### src/rtl/univ_reg.sv
// Universal register: hold, parallel load, shift, rotate, increment and decrement.
// Every operation completes in one cycle; there is no backpressure, and en=0 simply freezes q and cout.
module univ_reg #(
  parameter int              WIDTH     = 4,
  parameter logic [WIDTH-1:0] RESET_VAL = '0
) (
  input  logic             clk,
  input  logic             clr,
  input  logic             en,
  input  logic [2:0]       mode,
  input  logic [WIDTH-1:0] d,
  input  logic             sin_r,
  input  logic             sin_l,
  output logic [WIDTH-1:0] q,
  output logic             cout,
  output logic             zero
);

  typedef enum logic [2:0] {
    MODE_HOLD = 3'b000,
    MODE_LOAD = 3'b001,
    MODE_SHL  = 3'b010,
    MODE_SHR  = 3'b011,
    MODE_ROL  = 3'b100,
    MODE_ROR  = 3'b101,
    MODE_INC  = 3'b110,
    MODE_DEC  = 3'b111
  } mode_e;

  logic [WIDTH-1:0] r_q;
  logic             r_cout;

  logic [WIDTH-1:0] w_q_nxt;
  logic             w_cout_nxt;
  logic [WIDTH:0]   w_sum;
  logic [WIDTH:0]   w_diff;

  // One extra bit catches the wrap; it only ever reaches cout, never q.
  assign w_sum  = {1'b0, r_q} + {{WIDTH{1'b0}}, 1'b1};
  assign w_diff = {1'b0, r_q} - {{WIDTH{1'b0}}, 1'b1};

  always_comb begin
    w_q_nxt    = r_q;
    w_cout_nxt = r_cout;
    case (mode)
      MODE_HOLD: begin
        w_q_nxt    = r_q;
        w_cout_nxt = r_cout;
      end
      MODE_LOAD: begin
        w_q_nxt    = d;
        w_cout_nxt = 1'b0;
      end
      MODE_SHL: begin
        w_q_nxt    = {r_q[WIDTH-2:0], sin_r};
        w_cout_nxt = r_q[WIDTH-1];
      end
      MODE_SHR: begin
        w_q_nxt    = {sin_l, r_q[WIDTH-1:1]};
        w_cout_nxt = r_q[0];
      end
      MODE_ROL: begin
        w_q_nxt    = {r_q[WIDTH-2:0], r_q[WIDTH-1]};
        w_cout_nxt = r_q[WIDTH-1];
      end
      MODE_ROR: begin
        w_q_nxt    = {r_q[0], r_q[WIDTH-1:1]};
        w_cout_nxt = r_q[0];
      end
      MODE_INC: begin
        w_q_nxt    = w_sum[WIDTH-1:0];
        w_cout_nxt = w_sum[WIDTH];
      end
      MODE_DEC: begin
        w_q_nxt    = w_diff[WIDTH-1:0];
        w_cout_nxt = w_diff[WIDTH];
      end
      default: begin
        w_q_nxt    = r_q;
        w_cout_nxt = r_cout;
      end
    endcase
  end

  always_ff @(posedge clk) begin
    if (clr) begin
      r_q    <= RESET_VAL;
      r_cout <= 1'b0;
    end else if (en) begin
      r_q    <= w_q_nxt;
      r_cout <= w_cout_nxt;
    end
  end

  assign q    = r_q;
  assign cout = r_cout;
  assign zero = (r_q == '0);

endmodule

### config.mk
export PLATFORM = sky130hd
export DESIGN_NAME = univ_reg
export DESIGN_NICKNAME = d
export VERILOG_FILES = /design/src/rtl/univ_reg.sv
export SDC_FILE = /design/constraint.sdc
export NUM_CORES = 1
export LEC_CHECK = 0
export ABC_AREA = 1
export CORE_MARGIN = 5
export CORE_UTILIZATION = 46
export CTS_BUF_LIST = sky130_fd_sc_hd__clkbuf_4 sky130_fd_sc_hd__clkbuf_8
export CTS_CLUSTER_SIZE = 16
export DETAILED_ROUTE_END_ITERATION = 16
export PLACE_DENSITY = 0.81
export SETUP_SLACK_MARGIN = 0.02
export SLEW_MARGIN = 20
export SYNTH_ARGS = -nofsm -noshare
export SYNTH_HDL_FRONTEND = slang
export SYNTH_SLANG_ARGS = --single-unit
### constraint.sdc
create_clock -name clk -period 4.3 [get_ports clk]
set_clock_uncertainty 0.2 [all_clocks]
set_input_delay 0.43 -clock clk [delete_from_list [all_inputs] [get_ports clk]]
set_output_delay 0.43 -clock clk [all_outputs]
set_load 0.01 [all_outputs]
* Word-level counts from Yosys, hierarchy flattened
Index checks and enable logic that the tools add are counted.
** Storage, ports and cells
- Flip-flop bits (word level) :: 5
- Bits in latches :: 0
- Memory bits (writable) :: 0
- ROM bits :: 0
- Word-level logic and storage cells :: 19
- Memories kept :: 0
** Cells by class
- Add/subtract/negate cells :: 2
- $mul :: 0
- Div/mod/pow operators :: 0
- $lt $le $gt $ge :: 0
- Eq/ne operators :: 7
- Shift operators :: 0
- Multiplexer cells :: 2
- Bitwise logic cells :: 1
- Reduce and logical (&&, ||, !) cells :: 5
** Operators by type and width (number)
- 4-bit case mux with 7 select lines :: 1
- 3-bit equality test, second input constant :: 4
- 3-bit by 2-bit equality test with 1-bit output, second input constant :: 2
- 4-bit by 1-bit adder with 5-bit output, second input constant :: 1
- 1-bit case mux with 5 select lines :: 1
- 4-bit by 1-bit subtractor with 5-bit output, second input constant :: 1
- 4-bit zero test :: 1
- 2-bit OR reduction :: 2
- 3-bit by 1-bit equality test with 1-bit output, second input constant :: 1
- 3-bit zero test :: 1
- 2-bit AND reduction :: 1
- 1-bit NOT :: 1

* Depth between registers and ports, before layout
Gate-level depths: netlist of the first run.
- Depth in word-level cells :: 3
- Gate-level depth with buffers :: 10

* Worst setup path before layout of the first run
Ideal clock, no wire load.
- Kind :: reg2reg
- Start :: register r_q[0] (netlist: q[0])
- End :: register r_q[2] (netlist: q[2])
- Library setup time :: 0.116 ns
- Arrival :: 1.248 ns
- Path slack :: 2.736 ns
- Cell stages (with the launch flop) :: 11
- Period minus slack after synthesis :: 1.564 ns
- Path through :: dfxtp_1 -> inv_1 -> ha_1 -> inv_1 -> nand2_1 -> nand3_1 -> nand2_1 -> nor2_1 -> nand2_1 -> nand2_1 -> a21oi_1
** Between the ends
- Longest elaborated chain between the ends :: 2
** RTL lines
- start, declared :: RTL line 30 : logic [WIDTH-1:0] r_q;
- start signal, assigned :: RTL line 90 : r_q <= w_q_nxt;
- 4-bit by 1-bit subtractor with 5-bit output / 4-bit by 1-bit adder with 5-bit output (equally long branches) :: RTL line 40, 39
- 4-bit case mux with 7 select lines * :: RTL line 45 : case (mode)
Mark *: on every way between the ends. The rest lies on a longest branch, timed or not.
A chain may end at the register's enable or synchronous reset.

* Worst setup path after layout of the first run
- Start :: register r_q[0] (netlist: q[0])
- End :: output port zero
** Between the ends
- Longest elaborated chain between the ends :: 1
** RTL lines
- 4-bit zero test :: RTL line 97 : assign zero = (r_q == '0);
- end, declared :: RTL line 16 : output logic zero
Every way passes these cells.

==> results.cfg, run 1 <==
[outcome]
status = finished, final reports clean

[floorplanning]
die_w_um = 46.95
dieArea_mm2 = 0.002204
die_h_um = 46.95
core_mm2 = 0.001301
initial_core_util_pct = 48.27
io_pins = 18
row_count = 13

[critical_path]
worst-path-buf-inv = 3
cp.arrival_ns = 1.70
cp-end-kind = primary output
cp_max_fo = 8
slowest_stage = dfxtp_1
r2r_cells = 10
path_delay_family = buffers and inverters
worst-setup-path-type = reg2out
worst_path_most_repeated_cell = inv_1
critPathMaxStageDelay_ns = 0.49
regToRegSetupSlack_ns = 2.55
reg2reg_from = q[0]
cp-start-kind = flop
reg2reg_to = q[2]
required_ns = 3.67
path_cells = inv_1, ha_1, inv_1, nor2_1, clkdlybuf4s50_1

[min_path]
min_from = cout
holdPathStages = 2
hp-class = reg2reg
whs_endpoint = cout

[clock_network]
cts-buffers-inserted = 3
cts_sinks = 5
clk_latency_ns = 0.24
htreeDepth = 1
cts_setup_buffers = 0
ctsHoldBuffers = 0
clk_pin_slew_worst_paths_ns = 0.04
clock_tree.root_cell = clkbuf_4
ctsResizeCount = 0
cts.path.max_buffers = 2
cts_tree = done

[synth]
synth-seq-cells = 5
synth.most_common_cell = nand2_1
synth.avg_cell_area_um2 = 5.710
synth_ff_type = dfxtp_1
synthArstFlopShare_pct = 0
synth_top_cells_by_count = nand2_1, nand3_1, inv_1
synth_area_leaders = nand2_1, dfxtp_1, nand3_1
synth_fp_nets = 125
synth-edff-count = 0
yosysTopAreaCellShare_pct = 19.72
synth_cell_types = 17
yosysSeqAreaShare_pct = 15.94
yosys.area.top_type = nand2_1
ys_warn_count = 0
synth_area_um2 = 628.1
syn-instance-count = 110

[sta]
hold_viol = 0
fin_ws_ns = 1.971
whs_ns = 0.2662
drv_slew = 0
min_period_ns = 2.329
fmax_mhz = 429.4
relSlewSlack_pct = 75.85
tightest_slew_ns = 0.3611
rsz0062_at_grt = no
setup_tns_ns = 0
fin_crit_sh_pct = 54.16
finalSetupViolCount = 0

[drt]
vias = 753
totalWireLength_um = 1536
dr_wl_met3_um = 64
wl_met1_um = 710
drt_iter0_markers = 22
vias_per_cell = 5.266
first_pass_iters = 4
routedWlPerCell_um = 10.74
routed.top_layer = met4
wl_met2_um = 747
final_antenna_net_count = 0
drc = 0

[placement]
globalplace.congestion = 0.8827
port_buffers = 17
preCtsSetupSlack_ns = 2.163
dp_hpwl_um = 1220

[grt]
grt_pass1_wl_um = 2622
gr-usage-all-layers_pct = 16.12
grt_antenna_before_repair = 0
grt_pass1_vias = 656
overflow = 0
grt_max_degree = 12

[power]
power_density_mw_per_mm2 = 220.2
peakVddDrop_mv = 0.1204
p_comb_share_pct = 35.7
leakage_uw = 0.0003841
power.internal_uw = 120.8
p_sw_uw = 58.26
clkPwrFrac_pct = 33.5
finalPower_uw = 179.1
switching_share_pct = 32.54
power_frac_seq_pct = 30.8

[flow_run]
cap_violations = 0

[finish]
drive_above_1_share_pct = 7.813
n_antenna_cell = 0
area_growth_pct = 29.48
finalNetCount = 144
placed cells by master, fill, tap and decap left out, types with 3 or more instances in the layout:
cell	count
a21oi_1	10
clkbuf_4	4
clkdlybuf4s50_1	17
dfxtp_1	5
ha_1	3
inv_1	12
nand2_1	33
nand3_1	16
nand4_1	4
nor2_1	11
o21ai_0	4
power groups by stage:
stage | Clock, uW | Sequential (uW) | Combinational, uW
detailed placement | 0 | 55.9 | 63.9
finish | 59.9 | 55.2 | 63.9
global route | 67.6 | 56.1 | 71.3
global placement | 0 | 55.8 | 62.6
floorplan | 0 | 54.9 | 39.7
CTS | 61.0 | 55.0 | 64.1
registers in the layout (all words and copies together) (netlist names):
| signal | flops |
|---|---|
| cout | 1 |
| q | 4 |
final cells by class:
class / count / area, um2
clock buffers: 4 / 30.03
fillers: 130 / 488.0
inverters: 15 / 57.56
multi-input cells: 87 / 436.7
flip-flops and latches: 5 / 100.1
well taps: 15 / 18.77
repair buffers: 17 / 170.2
kinds of logic after synthesis:
family	count (synthesis)	synth area share (%)
flops	5	15.94
buf+inv	18	14.54
simple gates	67	47.41
compound gates	17	16.14
fa+ha+maj	3	5.977
worst max path at each step:
| stage | cells past startpoint | to | slack (ns) | start |
|---|---|---|---|---|
| 6_report | 5 | zero | 1.97 | q[0] |
| 5_1_grt | 5 | zero | 1.83 | q[0] |
| 3_3_place_gp | 8 | q[1] | 2.18 | mode[0] |
| 2_1_floorplan | 10 | q[2] | 2.74 | q[0] |
| 3_5_place_dp | 8 | q[0] | 2.16 | mode[1] |
| 4_1_cts | 5 | zero | 1.97 | q[0] |
routing by layer:
layer	global-route usage (%)	up-vias
li1	-	398
met1	20.96	334
met2	26.83	19
met3	2.299	2
met4	6.077	0
met5	0	-
through the flow:
| stage | util (%) | instance area, um2 | cells |
|---|---|---|---|
| after floorplan | - | 628.1 | 110 |
| after global placement | 60.19 | 783.3 | 139 |
| after detailed placement | 60.19 | 783.3 | 139 |
| after CTS | 62.50 | 813.3 | 143 |
| after global routing | 62.50 | 813.3 | 143 |
| final | 62.50 | 813.3 | 143 |
worst reg2reg max path, stage by stage (launching register included):
cell and delay, ns:
dfxtp_1 0.49, inv_1 0.19, ha_1 0.26, inv_1 0.07
nand2_1 0.05, nand3_1 0.08, nand2_1 0.05, nor2_1 0.08
nand2_1 0.06, nand2_1 0.05, a21oi_1 0.05
(Power assumes the default switching activity.)
==> run 2: changes to the inputs <==
--- a/config.mk
+++ b/config.mk
@@ -7,11 +7,11 @@
 export LEC_CHECK = 0
 export ABC_AREA = 1
 export CORE_MARGIN = 5
-export CORE_UTILIZATION = 46
+export CORE_UTILIZATION = 43
 export CTS_BUF_LIST = sky130_fd_sc_hd__clkbuf_4 sky130_fd_sc_hd__clkbuf_8
 export CTS_CLUSTER_SIZE = 16
 export DETAILED_ROUTE_END_ITERATION = 16
-export PLACE_DENSITY = 0.81
+export PLACE_DENSITY = 0.79
 export SETUP_SLACK_MARGIN = 0.02
 export SLEW_MARGIN = 20
 export SYNTH_ARGS = -nofsm -noshare
==> constraint.sdc (replaced) <==
create_clock -name clk -period 2.03 [get_ports clk]
set_clock_uncertainty 0.2 [all_clocks]
set_input_delay 0.203 -clock clk [delete_from_list [all_inputs] [get_ports clk]]
set_output_delay 0.203 -clock clk [all_outputs]
set_load 0.01 [all_outputs]
==> run 2 against run 1 <==
Net effect: global-route usage is 0.57 points lower; clock power is 110% higher; sequential power is 100% higher; sequential share of layout area is 0.44 points lower; register-to-register slack worse by 2.0 ns; largest power group unchanged; clock-buffer cell count stayed put; worst setup slack worse by 1.8 ns.
==> results.cfg, run 2 (synthesis results as in run 1) <==
[power]
p_comb_share_pct = 38.8
power.internal_uw = 262.0
switching_share_pct = 32.07
clkPwrFrac_pct = 32.5
p_sw_uw = 123.7
leakage_uw = 0.0004049
power_density_mw_per_mm2 = 457.4
peakVddDrop_mv = 0.5796
power_frac_seq_pct = 28.7

[sta]
hold_viol = 0
min_period_ns = 1.887
setup_tns_ns = 0
drv_slew = 0
fmax_mhz = 530.0
whs_ns = 0.2624
relSlewSlack_pct = 77.85
rsz0062_at_grt = no
finalSetupViolCount = 0
tightest_slew_ns = 0.3312
fin_crit_sh_pct = 92.94

[critical_path]
reg2reg_to = q[2]
worst-setup-path-type = reg2out
critPathMaxStageDelay_ns = 0.53
regToRegSetupSlack_ns = 0.53
cp-start-kind = flop
cp-end-kind = primary output
required_ns = 1.63
cp.arrival_ns = 1.48
startpoint = q[3]
path_cells = inv_1, nand2_1, nor2_1, clkdlybuf4s50_1
slowest_stage = clkdlybuf4s50_1
cp_max_fo = 8
reg2reg_from = q[1]
worstSetupEndpoint = zero
r2r_cells = 9

[min_path]
hp-class = reg2reg

[finish]
fin_cells = 147
final_common_cell = nand2_1
area_growth_pct = 34.26
n_antenna_cell = 0
largest_register_ffs = 4
layout_common_cells = nand2_1, clkdlybuf4s50_1, nand3_1
regArea_um2 = 100.1
multiInputGateArea_um2 = 436.7
drive_above_1_share_pct = 11.36
finalNetCount = 148
n_fill_cell = 136

[clock_network]
cts.path.max_buffers = 2
cts_tree = done
cts_setup_buffers = 0
clk_latency_ns = 0.24
htreeDepth = 1
cts_sinks = 5
cts-buffers-inserted = 3
clock_tree.root_cell = clkbuf_4
clk_pin_slew_worst_paths_ns = 0.04

[drt]
totalWireLength_um = 1582
vias_per_cell = 5.150
vias = 757
final_antenna_net_count = 0
first_pass_iters = 4
drc = 0
routedWlPerCell_um = 10.76
drt_iter0_markers = 20

[placement]
globalplace.congestion = 0.8602
dp_hpwl_um = 1244
port_buffers = 17
dp.cells = 143

[floorplanning]
die_h_um = 48.22
dieArea_mm2 = 0.002325
die_w_um = 48.22
core_mm2 = 0.001334
initial_core_util_pct = 47.09
io_pins = 18
row_count = 13

[grt]
grt_pass1_vias = 619
grt_antenna_before_repair = 0
grt_pass1_wl_um = 2525
grt_max_degree = 11
gr-usage-all-layers_pct = 15.56
overflow = 0

[flow_run]
cap_violations = 0

[outcome]
status = finished, final reports clean
## run 2: cell count changes in the layout (fill, tap and decap cells not counted)
cell and change:
buf_4 +4, inv_1 -1, inv_2 +1
## run 2: worst min path at each step
| stage | start | end | slack, ns | depth (start not counted) |
|---|---|---|---|---|
| 4_1_cts | cout | cout | 0.26 | 2 |
| 3_3_place_gp | cout | cout | 0.25 | 2 |
| 2_1_floorplan | clr | cout | 0.07 | 1 |
| 3_5_place_dp | cout | cout | 0.26 | 2 |
| 6_report | cout | cout | 0.26 | 2 |
| 5_1_grt | cout | cout | 0.29 | 2 |
## run 2: final cells by class
| cell class | count | share of cell area [%] |
|---|---|---|
| Multi-Input combinational cell | 87 | 51.78 |
| Tap cell | 15 | 2.226 |
| Timing Repair Buffer | 21 | 23.74 |
| Sequential cell | 5 | 11.87 |
| Inverter | 15 | 6.825 |
| Clock buffer | 4 | 3.561 |
## run 2: per-layer routing
| metal | global-route usage (%) | vias to the layer above | part of all wire, % |
|---|---|---|---|
| li1 | - | 402 | - |
| met1 | 19.52 | 328 | 45 |
| met2 | 25.26 | 27 | 47 |
| met3 | 5.535 | 0 | 8.2 |
| met4 | 3.763 | 0 | 0 |
| met5 | 0 | - | 0 |
## run 2: repair_timing
action | 4_1_cts | 5_1_grt
endpoints found under the setup margin | 0 | 1
gates resized for setup | 0 | 1
hold buffers | 0 | 0
## run 2: power by group through the flow
stage               logic, uW  clock network, uW  registers, uW
floorplan                84.0                  0            116
global placement          146                  0            112
detailed placement        149                  0            112
CTS                       150                131            110
global route              166                143            111
finish                    150                125            111
## run 2: stage by stage
step | instance area [um2] | utilization [%] | setup WS [ns] | power, uW
6_report | 843.3 | 63.23 | 0.1433 | 385.7
5_1_grt | 843.3 | 63.23 | 0.05316 | 419.8
4_1_cts | 843.3 | 63.23 | 0.06931 | 390.8
3_5_place_dp | 813.3 | 60.98 | 0.1238 | 261.1
3_3_place_gp | 813.3 | 60.98 | 0.1494 | 258.5
2_1_floorplan | 628.1 | - | 0.4658 | 200.2
## run 2: worst max-delay path, delay by kind of cell, from the launching register on
family	cells	cell delay [ns]
buffers and inverters	2	0.69
DFF	1	0.39
and+or+nand+nor	2	0.16
==> run 3: changes to the inputs <==
--- a/config.mk
+++ b/config.mk
@@ -7,11 +7,11 @@
 export LEC_CHECK = 0
 export ABC_AREA = 1
 export CORE_MARGIN = 5
-export CORE_UTILIZATION = 43
+export CORE_UTILIZATION = 46
 export CTS_BUF_LIST = sky130_fd_sc_hd__clkbuf_4 sky130_fd_sc_hd__clkbuf_8
 export CTS_CLUSTER_SIZE = 16
 export DETAILED_ROUTE_END_ITERATION = 16
-export PLACE_DENSITY = 0.79
+export PLACE_DENSITY = 0.81
 export SETUP_SLACK_MARGIN = 0.02
 export SLEW_MARGIN = 20
 export SYNTH_ARGS = -nofsm -noshare
==> constraint.sdc (replaced) <==
create_clock -name clk -period 1.78 [get_ports clk]
set_clock_uncertainty 0.2 [all_clocks]
set_input_delay 0.178 -clock clk [delete_from_list [all_inputs] [get_ports clk]]
set_output_delay 0.178 -clock clk [all_outputs]
set_load 0.01 [all_outputs]
==> run 3 against run 2 <==
Net effect: final area increased by 2.8%; via count increased by 5.5%; die area decreased by 5.2%; worst hold slack about the same; sequential cell count unchanged; final cell count increased by 2.0%; routed wire length increased by 16%; critical endpoint is now q[2]; largest cell class unchanged.
==> results.cfg, run 3 (synthesis results as in run 1) <==
[outcome]
status = finished, final reports clean

[sta]
fin_crit_sh_pct = 94.54
relSlewSlack_pct = 80.93
min_period_ns = 1.683
finalSetupViolCount = 0
drv_slew = 0
rsz0062_at_grt = no
fmax_mhz = 594.3
tightest_slew_ns = 0.2852
hold_viol = 0
whs_ns = 0.2627

[clock_network]
cts_tree = done
cts-buffers-inserted = 3
cts_sinks = 5
clk_pin_slew_worst_paths_ns = 0.04
cts.path.max_buffers = 2
clk_latency_ns = 0.26
ctsHoldBuffers = 0
clock_tree.root_cell = clkbuf_4
htreeDepth = 1

[min_path]
hp-class = reg2reg
holdPathStages = 2

[finish]
fin_cells = 150
finish.instance_area_um2 = 867.1
n_antenna_cell = 0
final_common_cell = nand2_1
regArea_um2 = 100.1
n_fill_cell = 124
largest_register_ffs = 4
layout_common_cells = nand2_1, nand3_1, clkdlybuf4s50_1
multiInputGateArea_um2 = 436.7
drive_above_1_share_pct = 13.33
area_growth_pct = 38.05
utilization_pct = 66.63
finalNetCount = 151

[placement]
port_buffers = 17
dp.cells = 146
place_area_um2 = 835.8
globalplace.congestion = 0.8748
dp_hpwl_um = 1365

[critical_path]
startpoint = q[2]
reg2reg_to = q[2]
cp_max_fo = 10
worst-setup-path-type = reg2out
reg2reg_from = q[0]
regToRegSetupSlack_ns = 0.23
cp.arrival_ns = 1.30
worstSetupEndpoint = q[2]
r2r_cells = 9
required_ns = 1.40
cp-start-kind = flop
cp-end-kind = primary output

[grt]
gr-usage-all-layers_pct = 18.67
grt.met2_usage_pct = 31.44
grt_antenna_before_repair = 0
grt_max_degree = 11
grt_pass1_vias = 724
grt_pass1_wl_um = 2925
met3_usage_pct = 4.598
top_usage_layer = met2
met1_usage_pct = 22.27
overflow = 0

[floorplanning]
die_h_um = 46.95
io_pins = 18
row_count = 13
dieArea_mm2 = 0.002204
core_mm2 = 0.001301
initial_core_util_pct = 48.27
die_w_um = 46.95

[drt]
drt_iter0_markers = 45
first_pass_iters = 4
routedWlPerCell_um = 12.25
vias = 799
totalWireLength_um = 1838
drc = 0
final_antenna_net_count = 0
vias_per_cell = 5.327

[power]
finalPower_uw = 460.4
peakVddDrop_mv = 0.3885
leakage_uw = 0.0004294
power_density_mw_per_mm2 = 531.0

[flow_run]
cap_violations = 0
run 3: cell types whose count changed in the layout (fill, tap and decap cells not counted), sizes merged:
| cell | change |
|---|---|
| buf | +3 |
| clkdlybuf4s50 | -2 |
| dlygate4sd2 | +1 |
| dlymetal6s2s | +1 |
run 3: per-layer routing:
layer	part of all wire [%]	wire length (um)
met1	41	748
met2	51	929
met3	7.5	137
met4	1.3	23
met5	0	0
run 3: report_power, final:
part	internal [uW]	total, uW	switching, uW
Combinational	81.5	181	99.4
Clock	101	157	56.9
Sequential	119	122	3.25
Total	301	460	160
run 3: per-stage QoR:
| step | worst slack (ns) | setup TNS, ns |
|---|---|---|
| after floorplan | 0.2158 | 0 |
| after global routing | 0.06025 | 0 |
| after CTS | 0.09663 | 0 |
| after global placement | -0.07054 | -0.07332 |
| after detailed placement | -0.1217 | -0.1975 |
| final | 0.09721 | 0 |
run 3: how the worst min path moves through the flow:
stage / start / to / slack (ns)
after floorplan: clr / cout / 0.05
after global placement: cout / cout / 0.26
after detailed placement: cout / cout / 0.26
after CTS: cout / cout / 0.26
after global routing: cout / cout / 0.30
final: cout / cout / 0.26
run 3: worst max-delay path: stages, from the launching register on:
cell	delay, ns
dfxtp_1	0.32
buf_4	0.17
clkdlybuf4s50_1	0.55
run 3: cell type report:
class	count	area share, %
Sequential cell	5	11.54
Tap cell	15	2.165
Clock buffer	4	3.463
Inverter	15	6.638
Multi-Input combinational cell	87	50.36
Timing Repair Buffer	24	25.83
run 3: repair_timing:
action                                 4_1_cts  5_1_grt
pin swaps                                    0        0
setup endpoints to repair                    1        1
endpoints found under the hold margin        0        0
setup buffers                                0        0
resized for setup                            2        1
